`src/rtl/dog_stream_arbiter_pkg.sv`:
```
// ---------------------------------------------------------------------------
// dog_stream_arbiter_pkg
//   Shared constants and types for the difference-of-Gaussian stream
//   arbiter: stream count, pixel/scale widths and the octave geometries.
//   No ports (package).
// ---------------------------------------------------------------------------
package dog_stream_arbiter_pkg;

  localparam int NUM_DOG_STREAMS = 4;
  localparam int DOG_PIX_W       = 8;
  localparam int SCALE_W         = 2;

  // Octave geometries served by the arbiter.
  localparam int OCT0_WIDTH = 420;
  localparam int OCT1_WIDTH = 210;
  localparam int OCT_HEIGHT = 320;

  typedef logic [SCALE_W-1:0] scale_t;

  // Stream index k steps after base in cyclic order (wraps modulo 4).
  function automatic scale_t scale_step(input scale_t base, input int k);
    return scale_t'(base + scale_t'(k));
  endfunction

endpackage

```
`src/rtl/dog_stream_arbiter_fifo.sv`:
```
// ---------------------------------------------------------------------------
// dog_stream_arbiter_fifo
//   Synchronous first-word-fall-through FIFO used to buffer one DoG stream.
//   rd_data always shows the oldest entry while empty=0; a write that finds
//   the FIFO full is ignored (occupancy is taken before any same-cycle pop).
// Ports
//   clock    in   system clock
//   reset    in   asynchronous active-high reset (pointers and count only)
//   wr_en    in   push wr_data (ignored when full)
//   wr_data  in   DW-bit word to store
//   rd_en    in   pop the head entry (ignored when empty)
//   rd_data  out  head entry (valid while empty=0)
//   full     out  DEPTH entries stored
//   empty    out  no entries stored
// ---------------------------------------------------------------------------
module dog_stream_arbiter_fifo
  import dog_stream_arbiter_pkg::*;
#(
  parameter int DEPTH = 16,
  parameter int DW    = 26
) (
  input  logic          clock,
  input  logic          reset,
  input  logic          wr_en,
  input  logic [DW-1:0] wr_data,
  input  logic          rd_en,
  output logic [DW-1:0] rd_data,
  output logic          full,
  output logic          empty
);

  localparam int AW = $clog2(DEPTH);

  // Small, shallow store: read asynchronously so the head word is visible
  // the cycle after it is written (fall-through behaviour).
  logic [DW-1:0] mem [DEPTH];
  logic [AW-1:0] wr_ptr;
  logic [AW-1:0] rd_ptr;
  logic [AW:0]   count;
  logic          do_wr;
  logic          do_rd;

  assign full    = (count == (AW+1)'(DEPTH));
  assign empty   = (count == '0);
  assign do_wr   = wr_en & ~full;
  assign do_rd   = rd_en & ~empty;
  assign rd_data = mem[rd_ptr];

  always_ff @(posedge clock) begin
    if (do_wr) begin
      mem[wr_ptr] <= wr_data;
    end
  end

  always_ff @(posedge clock or posedge reset) begin
    if (reset) begin
      wr_ptr <= '0;
      rd_ptr <= '0;
      count  <= '0;
    end else begin
      if (do_wr) begin
        wr_ptr <= wr_ptr + 1'b1;
      end
      if (do_rd) begin
        rd_ptr <= rd_ptr + 1'b1;
      end
      case ({do_wr, do_rd})
        2'b10:   count <= count + 1'b1;
        2'b01:   count <= count - 1'b1;
        default: count <= count;
      endcase
    end
  end

endmodule

```
`src/rtl/dog_stream_arbiter.sv`:
```
// ---------------------------------------------------------------------------
// dog_stream_arbiter
//   Merges the four difference-of-Gaussian streams of one octave onto a
//   single ready/valid output. Each pixel is tagged with its stream (scale)
//   index and its (x,y) frame coordinate. The sources cannot stall, so every
//   stream is buffered in a FIFO; FIFOs are drained round-robin.
// Ports
//   clock           in   system clock
//   reset           in   asynchronous active-high reset
//   frame_start     in   pulse: zero all stream coordinate counters
//   d_data[31:0]    in   {d3,d2,d1,d0}, 8 bits each
//   d_valid[3:0]    in   per-stream valid (no backpressure)
//   out_ready       in   consumer accepts out_* this cycle
//   out_valid       out  out_* holds a pixel
//   out_data[7:0]   out  DoG pixel
//   out_scale[1:0]  out  source stream index
//   out_x[XW-1:0]   out  pixel column
//   out_y[YW-1:0]   out  pixel row
//   overflow[3:0]   out  sticky per-stream drop flag
//   clear_overflow  in   clear all overflow flags (wins over a new drop)
// ---------------------------------------------------------------------------
module dog_stream_arbiter
  import dog_stream_arbiter_pkg::*;
#(
  parameter int WIDTH      = OCT0_WIDTH,
  parameter int HEIGHT     = OCT_HEIGHT,
  parameter int FIFO_DEPTH = 16,
  parameter int XW         = 9,
  parameter int YW         = 9
) (
  input  logic                                 clock,
  input  logic                                 reset,
  input  logic                                 frame_start,
  input  logic [NUM_DOG_STREAMS*DOG_PIX_W-1:0] d_data,
  input  logic [NUM_DOG_STREAMS-1:0]           d_valid,
  input  logic                                 out_ready,
  output logic                                 out_valid,
  output logic [DOG_PIX_W-1:0]                 out_data,
  output logic [SCALE_W-1:0]                   out_scale,
  output logic [XW-1:0]                        out_x,
  output logic [YW-1:0]                        out_y,
  output logic [NUM_DOG_STREAMS-1:0]           overflow,
  input  logic                                 clear_overflow
);

  // FIFO word layout: {y, x, data}
  localparam int WW = YW + XW + DOG_PIX_W;
  localparam logic [XW-1:0] X_LAST = XW'(WIDTH - 1);
  localparam logic [YW-1:0] Y_LAST = YW'(HEIGHT - 1);

  logic [WW-1:0]              fifo_word [NUM_DOG_STREAMS];
  logic [NUM_DOG_STREAMS-1:0] fifo_full;
  logic [NUM_DOG_STREAMS-1:0] fifo_empty;
  logic [NUM_DOG_STREAMS-1:0] pop;
  scale_t                     rr_reg;
  scale_t                     grant;
  logic                       grant_found;
  logic                       load;

  // The output register may take a new word when it is empty or being consumed.
  assign load = ~out_valid | out_ready;

  for (genvar gi = 0; gi < NUM_DOG_STREAMS; gi++) begin : g_stream
    logic [XW-1:0] x_reg;
    logic [YW-1:0] y_reg;
    logic [XW-1:0] tag_x;
    logic [YW-1:0] tag_y;

    // A frame_start in the same cycle as a pixel tags that pixel (0,0).
    assign tag_x = frame_start ? '0 : x_reg;
    assign tag_y = frame_start ? '0 : y_reg;

    // Counters advance on every valid, even dropped ones, so tags stay aligned.
    always_ff @(posedge clock or posedge reset) begin
      if (reset) begin
        x_reg <= '0;
        y_reg <= '0;
      end else if (d_valid[gi]) begin
        if (tag_x == X_LAST) begin
          x_reg <= '0;
          y_reg <= (tag_y == Y_LAST) ? '0 : tag_y + 1'b1;
        end else begin
          x_reg <= tag_x + 1'b1;
          y_reg <= tag_y;
        end
      end else if (frame_start) begin
        x_reg <= '0;
        y_reg <= '0;
      end
    end

    dog_stream_arbiter_fifo #(
      .DEPTH (FIFO_DEPTH),
      .DW    (WW)
    ) u_fifo (
      .clock   (clock),
      .reset   (reset),
      .wr_en   (d_valid[gi]),
      .wr_data ({tag_y, tag_x, d_data[gi*DOG_PIX_W +: DOG_PIX_W]}),
      .rd_en   (pop[gi]),
      .rd_data (fifo_word[gi]),
      .full    (fifo_full[gi]),
      .empty   (fifo_empty[gi])
    );

    assign pop[gi] = load & grant_found & (grant == scale_t'(gi));
  end

  // Round-robin: first non-empty stream strictly after the last grant.
  always_comb begin
    grant       = rr_reg;
    grant_found = 1'b0;
    for (int k = 1; k <= NUM_DOG_STREAMS; k++) begin
      if (!grant_found && !fifo_empty[scale_step(rr_reg, k)]) begin
        grant       = scale_step(rr_reg, k);
        grant_found = 1'b1;
      end
    end
  end

  // Sticky drop flags; the drop test uses the pre-pop full flag.
  always_ff @(posedge clock or posedge reset) begin
    if (reset) begin
      overflow <= '0;
    end else if (clear_overflow) begin
      overflow <= '0;
    end else begin
      overflow <= overflow | (d_valid & fifo_full);
    end
  end

  always_ff @(posedge clock or posedge reset) begin
    if (reset) begin
      out_valid <= 1'b0;
      out_data  <= '0;
      out_scale <= '0;
      out_x     <= '0;
      out_y     <= '0;
      rr_reg    <= scale_t'(NUM_DOG_STREAMS - 1);
    end else if (load) begin
      if (grant_found) begin
        out_valid                 <= 1'b1;
        {out_y, out_x, out_data}  <= fifo_word[grant];
        out_scale                 <= grant;
        rr_reg                    <= grant;
      end else begin
        // Nothing to send: drop valid, leave the payload as it was.
        out_valid <= 1'b0;
      end
    end
  end

endmodule

```
`config.mk`:
```
export PLATFORM = sky130hd
export DESIGN_NAME = dog_stream_arbiter
export DESIGN_NICKNAME = d
export VERILOG_FILES = /design/src/rtl/dog_stream_arbiter_pkg.sv /design/src/rtl/dog_stream_arbiter_fifo.sv /design/src/rtl/dog_stream_arbiter.sv
export SDC_FILE = /design/constraint.sdc
export NUM_CORES = 2
export LEC_CHECK = 0
export ABC_CLOCK_PERIOD_IN_PS = 5200
export CAP_MARGIN = 20
export CORE_ASPECT_RATIO = 0.7
export CORE_MARGIN = 3
export CORE_UTILIZATION = 53
export CTS_CLUSTER_DIAMETER = 100
export CTS_CLUSTER_SIZE = 16
export DETAILED_ROUTE_END_ITERATION = 12
export PLACE_DENSITY = 0.81
export SLEW_MARGIN = 5
export SYNTH_ARGS = -nofsm -noshare
export SYNTH_HDL_FRONTEND = slang
export SYNTH_SLANG_ARGS = --single-unit
export TNS_END_PERCENT = 10
```
`constraint.sdc`:
```
create_clock -name clock -period 5.2 [get_ports clock]
set_input_delay 0.78 -clock clock [delete_from_list [all_inputs] [get_ports clock]]
set_output_delay 0.78 -clock clock [all_outputs]
set_load 0.03 [all_outputs]
```
* Word-level counts from Yosys, hierarchy flattened
Memories as Yosys holds them, arrays and structs flattened.
Cells that the tools add are included.
** Storage, ports and cells
- Input port bits :: 41
- RAM bits :: 1664
- Bits in registers :: 159
- Memories :: 4
- Output and inout bits :: 33
** Cells by class
- Reduce and logical (&&, ||, !) cells :: 18
- Add/subtract/negate cells :: 27
- Muxes and demuxes :: 61
- Bitwise operators :: 26
- Magnitude comparators :: 5
- Equality and inequality tests :: 23
** Memories
- g_stream[0].u_fifo.mem :: words 16, bits a word 26, read ports 1, clocked after memory_dff 0, wr ports 1, line dog_stream_arbiter_fifo.sv:36 : logic [DW-1:0] mem [DEPTH];
- g_stream[1].u_fifo.mem :: words 16, bits a word 26, read ports 1, clocked after memory_dff 0, wr ports 1, line dog_stream_arbiter_fifo.sv:36
- g_stream[2].u_fifo.mem :: words 16, bits a word 26, read ports 1, clocked after memory_dff 0, wr ports 1, line dog_stream_arbiter_fifo.sv:36
- g_stream[3].u_fifo.mem :: words 16, bits a word 26, read ports 1, clocked after memory_dff 0, wr ports 1, line dog_stream_arbiter_fifo.sv:36
** Operators by type and width (count)
- 9-bit 2-to-1 mux :: 28
- 9-bit by 1-bit adder with 9-bit output (second input constant) :: 8
- 9-bit == test (second input constant) :: 8
- 26-bit binary-select mux with 2-bit select :: 1
- 26-bit 2-to-1 mux :: 2
- 5-bit case mux with 2 select lines :: 4
- 4-bit by 1-bit adder with 4-bit output (second input constant) :: 8
- 5-bit by 1-bit adder with 5-bit output (second input constant) :: 4
- 5-bit == test (second input constant) :: 4
- 5-bit zero test :: 4
- 5-bit by 1-bit subtractor with 5-bit output (second input constant) :: 4
- 1-bit 2-to-1 mux :: 17
- 1-bit AND :: 13
- 2-bit == test (second input constant) :: 6
- 2-bit by 3-bit < comparator with 1-bit output (second input constant) :: 4
- 2-bit by 1-bit == test with 1-bit output (second input constant) :: 5
- 1-bit inverter :: 9
- 1-bit binary-select mux with 2-bit select :: 4
- 2-bit 2-to-1 mux :: 4
- 2-bit nonzero test :: 4
- 1-bit zero test :: 5
- 2-bit adder (second input constant) :: 2
- 4-bit AND :: 1
- 4-bit 2-to-1 mux :: 1
- other kinds (8) :: 10

* Logic depth before layout (Yosys ltp)
- Depth after elaboration :: 17
- Gate-level depth with buffers :: 17
- Gate-level depth less buffers :: 14

* Cells and area by module
From an unflattened synthesis, not the netlist that was laid out.
** Unflattened totals
- Cells, all modules :: 4005
- Area, all modules :: 73335.3 um^2
** Modules (own cells, without submodules)
- dog_stream_arbiter_fifo at g_stream[1].u_fifo ... :: cells each 842, instances 2, area each 16788.6 um^2, sequential area each 12817.3 um^2
- dog_stream_arbiter_fifo at g_stream[3].u_fifo :: cells each 836, instances 1, area each 16792.4 um^2, sequential area each 12817.3 um^2
- dog_stream_arbiter_fifo at g_stream[0].u_fifo :: cells each 842, instances 1, area each 16777.3 um^2, sequential area each 12817.3 um^2
- dog_stream_arbiter :: cells each 643, instances 1, area each 6188.4 um^2, sequential area each 2680.1 um^2

* Least setup slack after synthesis
Ideal clock, no wire load.
- Path kind :: input-to-reg
- Start point :: input port d_valid[1]
- End point :: memory g_stream[1].u_fifo.mem[3][0] (enable)
- Arrival :: 3.572 ns
- Path buffers :: 1
- Setup slack :: 1.187 ns
- Stages on the path :: 4
- Cells stage by stage :: clkbuf_1 -> a21boi_1 -> nand2_1 -> nor3_1
** On the way
- Longest elaborated chain between the ends :: 3
** RTL lines
- start: declaration :: line dog_stream_arbiter.sv:35 : input logic [NUM_DOG_STREAMS-1:0] d_valid,
- 1-bit AND :: line dog_stream_arbiter_fifo.sv:45 : assign do_wr = wr_en & ~full;
- 1-bit 2-to-1 mux :: line dog_stream_arbiter_fifo.sv:50 : if (do_wr) begin
- 1-bit 2-to-1 mux (implied by the code) :: line dog_stream_arbiter_fifo.sv:51 : mem[wr_ptr] <= wr_data;
- end: declaration :: line dog_stream_arbiter_fifo.sv:36
No other way between the ends.

* Worst setup path after layout
- Start point :: register g_stream[3].u_fifo.count[1]
- End point :: register g_stream[2].u_fifo.count[4]
** On the way
- Longest elaborated chain between the ends :: 17
- Elaborated cells on any way between the ends :: 33
- Classes of those cells :: eq/ne (3); mux (17); bitwise (3); reduce/logical (10)
** RTL lines
- start: declaration :: line dog_stream_arbiter_fifo.sv:39 : logic [AW:0] count;
- start signal: assignment :: line dog_stream_arbiter_fifo.sv:68 : 2'b10: count <= count + 1'b1;
- start signal: assignment :: line dog_stream_arbiter_fifo.sv:69 : 2'b01: count <= count - 1'b1;
- start signal: assignment :: line dog_stream_arbiter_fifo.sv:70 : default: count <= count;
- 5-bit zero test * :: line dog_stream_arbiter_fifo.sv:44 : assign empty = (count == '0);
- 1-bit binary-select mux with 2-bit select :: line dog_stream_arbiter.sv:114 : if (!grant_found && !fifo_empty[scale_step(rr_reg, k)]) begin
- 1-bit 2-to-1 mux (implied by the code) :: line dog_stream_arbiter.sv:114
- 1-bit zero test :: line dog_stream_arbiter.sv:114
- 1-bit logical AND :: line dog_stream_arbiter.sv:114
- 1-bit 2-to-1 mux :: line dog_stream_arbiter.sv:114
- 1-bit zero test :: line dog_stream_arbiter.sv:114
- 1-bit logical AND :: line dog_stream_arbiter.sv:114
- [... 2 more ...]
- 1-bit logical AND :: line dog_stream_arbiter.sv:114
- 2-bit 2-to-1 mux / 1-bit 2-to-1 mux (equally long branches) :: line dog_stream_arbiter.sv:114
- 2-bit == test / 1-bit AND (equally long branches) :: line dog_stream_arbiter.sv:106 : assign pop[gi] = load & grant_found & (grant == scale_t'(gi));
- 1-bit AND * :: line dog_stream_arbiter.sv:106
- 1-bit AND * :: line dog_stream_arbiter_fifo.sv:46 : assign do_rd = rd_en & ~empty;
- named net g_stream[2].u_fifo.do_rd :: line dog_stream_arbiter_fifo.sv:41 : logic do_rd;
- 2-bit by 1-bit == test with 1-bit output / 2-bit == test (equally long branches) :: line dog_stream_arbiter_fifo.sv:67 : case ({do_wr, do_rd})
- 5-bit case mux with 2 select lines / 2-bit nonzero test (equally long branches)
- end signal: assignment :: line dog_stream_arbiter_fifo.sv:68
- end signal: assignment :: line dog_stream_arbiter_fifo.sv:69
- end signal: assignment :: line dog_stream_arbiter_fifo.sv:70
- end: declaration :: line dog_stream_arbiter_fifo.sv:39
The timed path passes the listed nets; every way through them passes the cells marked *. The select of a mux whose other input is x is not followed.
A chain may end at the register's enable or synchronous reset.

==> metrics <==
Placed Cells between 5000 and 6000; Worst Tran Pin Value roughly 1100 ps; Worst slew margin 0.2450; vias in the first global route between 30000 and 40000; WHS between 400 and 500 ps; first-pass iteration count of the detailed router 6; total number of vias roughly 36000; Clock Skew about 36 ps; net switching power about 0.014 W; CTS resizes 0; fin nets roughly 3700; layout cells sized above 1 0.2506; Netlist Area Pre-Place between 70000 and 80000 µm²; Port Buffers 73; setup_tns 0 ps; Critical Path Start Type flop; Setup Buffers After CTS 0; worst vdd ir between 0.0004 and 0.0005 V; Clk pwr share 0.232; CTS sink cnt approximately 1800; RD Place Congestion between 0.8 and 0.9; # rows between 100 and 150; RSZ-0062 raised after global routing no; CTS tree done; initial antenna violation count 6; Synth area leaders edfxtp_1 70%, mux4_2 15%, dfrtp_1 5.5%, ha_1 0.77%, nand2_1 0.67%; core area approximately 130000 µm²; final worst-path cycle share 0.8293; share of the yosys chip area belonging to registers 0.7531; DR WL/cell approximately 31 µm; Layout area overhead 11.08%; post-synth top area share 0.6976; critical path arrival between 4000 and 5000 ps; IO Count 74; Avg Inst Size Synth roughly 21 µm²; Die W 445.4 µm; worst endpoint required time around 5800 ps; Starting Density 0.5358; Die Span Y approximately 310 µm; asr flop ratio synth 0.08722; endpoints failing hold 0; max FFs per register about 1700; wirelength, routed around 170000 µm; cell internal pwr about 0.028 W; Critical Setup Path Class reg2reg; cell count of the worst reg-to-reg path 14; f_max ~0.23 GHz; Flop pwr share 0.459; Num CTS Buffers approximately 130; Worst R2R Setup Slack slightly below 900 ps; H-Tree Depth 4; status finished, final reports clean; Post-DP HPWL a little over 100000 µm; DR DRC count 0; die area 139700 µm²; worst-path maximum fanout 28; hold_buf cts 0; max-slew violation count 0; max cap viols 0; clock root cell clkbuf_16; largest net degree at the start of global routing 84; Hold/Removal Path Class in2async; final setup violation count 0; Leakage between 20 and 30 nW; via density per instance about 6.5; post-synth top area cell edfxtp_1; power density cells approximately 520 nW/µm²; logic gate share of total power 0.309; Skew-Pair Late Insertion Delay 770 ps; Critical R2R Capture g_stream[2].u_fifo.count[4]; Synth warnings 0; GRT overflow 0; Sw Ratio 0.3295; Post-synth EDFFs between 1500 and 2000; first-pass GRT wire length 249600 µm; Clk pin slew, worst setup/hold paths approximately 70 ps; #FFs+latches synth about 1800; Post-Synthesis Cells around 3400; Clock Tree Buf Depth 3; Worst Setup SP g_stream[3].u_fifo.count[1]; worst r2r src g_stream[3].u_fifo.count[1]; syn_nets approximately 3500; CP endpoint kind flop; Netlist cell types between 60 and 70; min Tclk post-route roughly 4300 ps; Primary FF master, synth edfxtp_1; GRT Total Usage 0.2458; starting DRC count in detailed routing between 5000 and 6000; ANT nets after route 0; Post-Layout Cell Count 5459
-- power groups by stage --
| stage | Combinational [W] | Clock, W | Sequential, W |
|---|---|---|---|
| floorplan | 0.00861 | 0 | 0.0184 |
| global placement | 0.0123 | 0 | 0.0193 |
| detailed placement | 0.0125 | 0 | 0.0193 |
| CTS | 0.0127 | 0.00970 | 0.0191 |
| global route | 0.0135 | 0.0102 | 0.0192 |
| finish | 0.0128 | 0.00958 | 0.0190 |
-- cells in the mapped netlist (all sizes together), types with 2 or more instances --
cell type and count:
buf 71, nor4bb 4, nor2 112, nor2b 75, and4 3, nand4 22, edfxtp 1664, ha 44
a21o 12, a31oi 4, a22oi 53, nand2b 23, and3 8, o32ai 2, nor4b 2, and2 3
nor3b 8, dfrtp 157, a22o 26, xor2 44, o21ai 41, mux2 4, clkbuf 117, fa 4
inv 43, dfstp 2, nor4 4, or4 2, a21oi 41, nand4b 3, xnor2 40, a221oi 26
nor3 60, o221ai 26, nand3 25, mux4 468, a21boi 5, or3 4, nand2 127, mux2i 38
-- cells by family (layout without fill, tap and decap cells) --
group | after synthesis | after routing | synth area share
fa+ha+maj | 48 | 48 | 0.008803
other cells | 0 | 1 | 0
simple gates | 488 | 488 | 0.03425
flops | 1823 | 1823 | 0.7531
buf+inv | 231 | 493 | 0.01357
xor+xnor | 84 | 84 | 0.01027
mux | 510 | 510 | 0.1531
compound gates | 245 | 245 | 0.02683
-- worst max-delay path, stage by stage (launching register included) --
cell and delay (ps):
dfrtp_1 420, or4_4 580, o211ai_1 230, o2111a_1 790
or2_4 560, nor2_4 120, ha_1 290, inv_1 130
fa_1 240, inv_1 60, a21o_1 190, a21oi_1 200
xnor2_1 140, nor2_1 70, xor2_1 150
-- per-layer routing --
metal  global-route usage  vias up  wire, µm
met3              0.06790      265     20720
met4              0.06599       13      4350
met1               0.3659    18690     65210
li1                     -    14420         -
met2               0.3640     2197     78420
met5                    0        -       152
-- per-stage QoR --
step | total power, W | utilization | area [µm²] | setup WS (ps)
6_report | 0.04138 | 0.5952 | 79570 | 887.9
5_1_grt | 0.04290 | 0.5951 | 79560 | 663.5
4_1_cts | 0.04142 | 0.5928 | 79250 | 954.5
3_5_place_dp | 0.03187 | 0.5650 | 75540 | 1037
3_3_place_gp | 0.03159 | 0.5650 | 75540 | 1164
2_1_floorplan | 0.02699 | - | 71630 | 131.7
-- how the worst max path moves through the flow --
stage | slack, ps | to | cells after the start
4_1_cts | 950 | g_stream[2].u_fifo.count[4] | 14
2_1_floorplan | 130 | g_stream[0].u_fifo.count[0] | 1
3_5_place_dp | 1040 | g_stream[2].u_fifo.count[4] | 14
5_1_grt | 660 | g_stream[3].u_fifo.count[4] | 14
3_3_place_gp | 1160 | g_stream[3].u_fifo.count[4] | 14
6_report | 890 | g_stream[2].u_fifo.count[4] | 14
-- placed cells by master (no fill, tap or decap), types with 12 or more instances in the layout --
cell	count
nand2b_1	23
a22oi_1	53
nor3_1	42
clkbuf_16	138
nand4_1	22
clkbuf_1	61
a22o_1	26
mux4_2	468
a221oi_1	26
nand2_1	127
xnor2_1	40
buf_4	151
dfrtp_1	147
o221ai_2	18
nor2_1	59
nand3_1	25
nor2_2	15
nor2b_1	68
inv_1	42
a21oi_1	23
o21ai_0	39
clkdlybuf4s50_1	72
nor3_2	18
edfxtp_1	1664
ha_1	44
nor2_4	37
a21o_1	12
mux2i_1	38
buf_12	20
xor2_1	44
a21oi_2	18
-- area by class of cell --
cell class | count | area, µm²
diodes | 1 | 2.502
flip-flops and latches | 1823 | 53980
inverters | 43 | 166.4
clock buffers | 199 | 3682
fillers | 9089 | 54120
multi-input cells | 1375 | 17140
repair buffers | 248 | 2349
well taps | 1767 | 2211
clock inverters | 3 | 33.78
(Power assumes the default switching activity.)
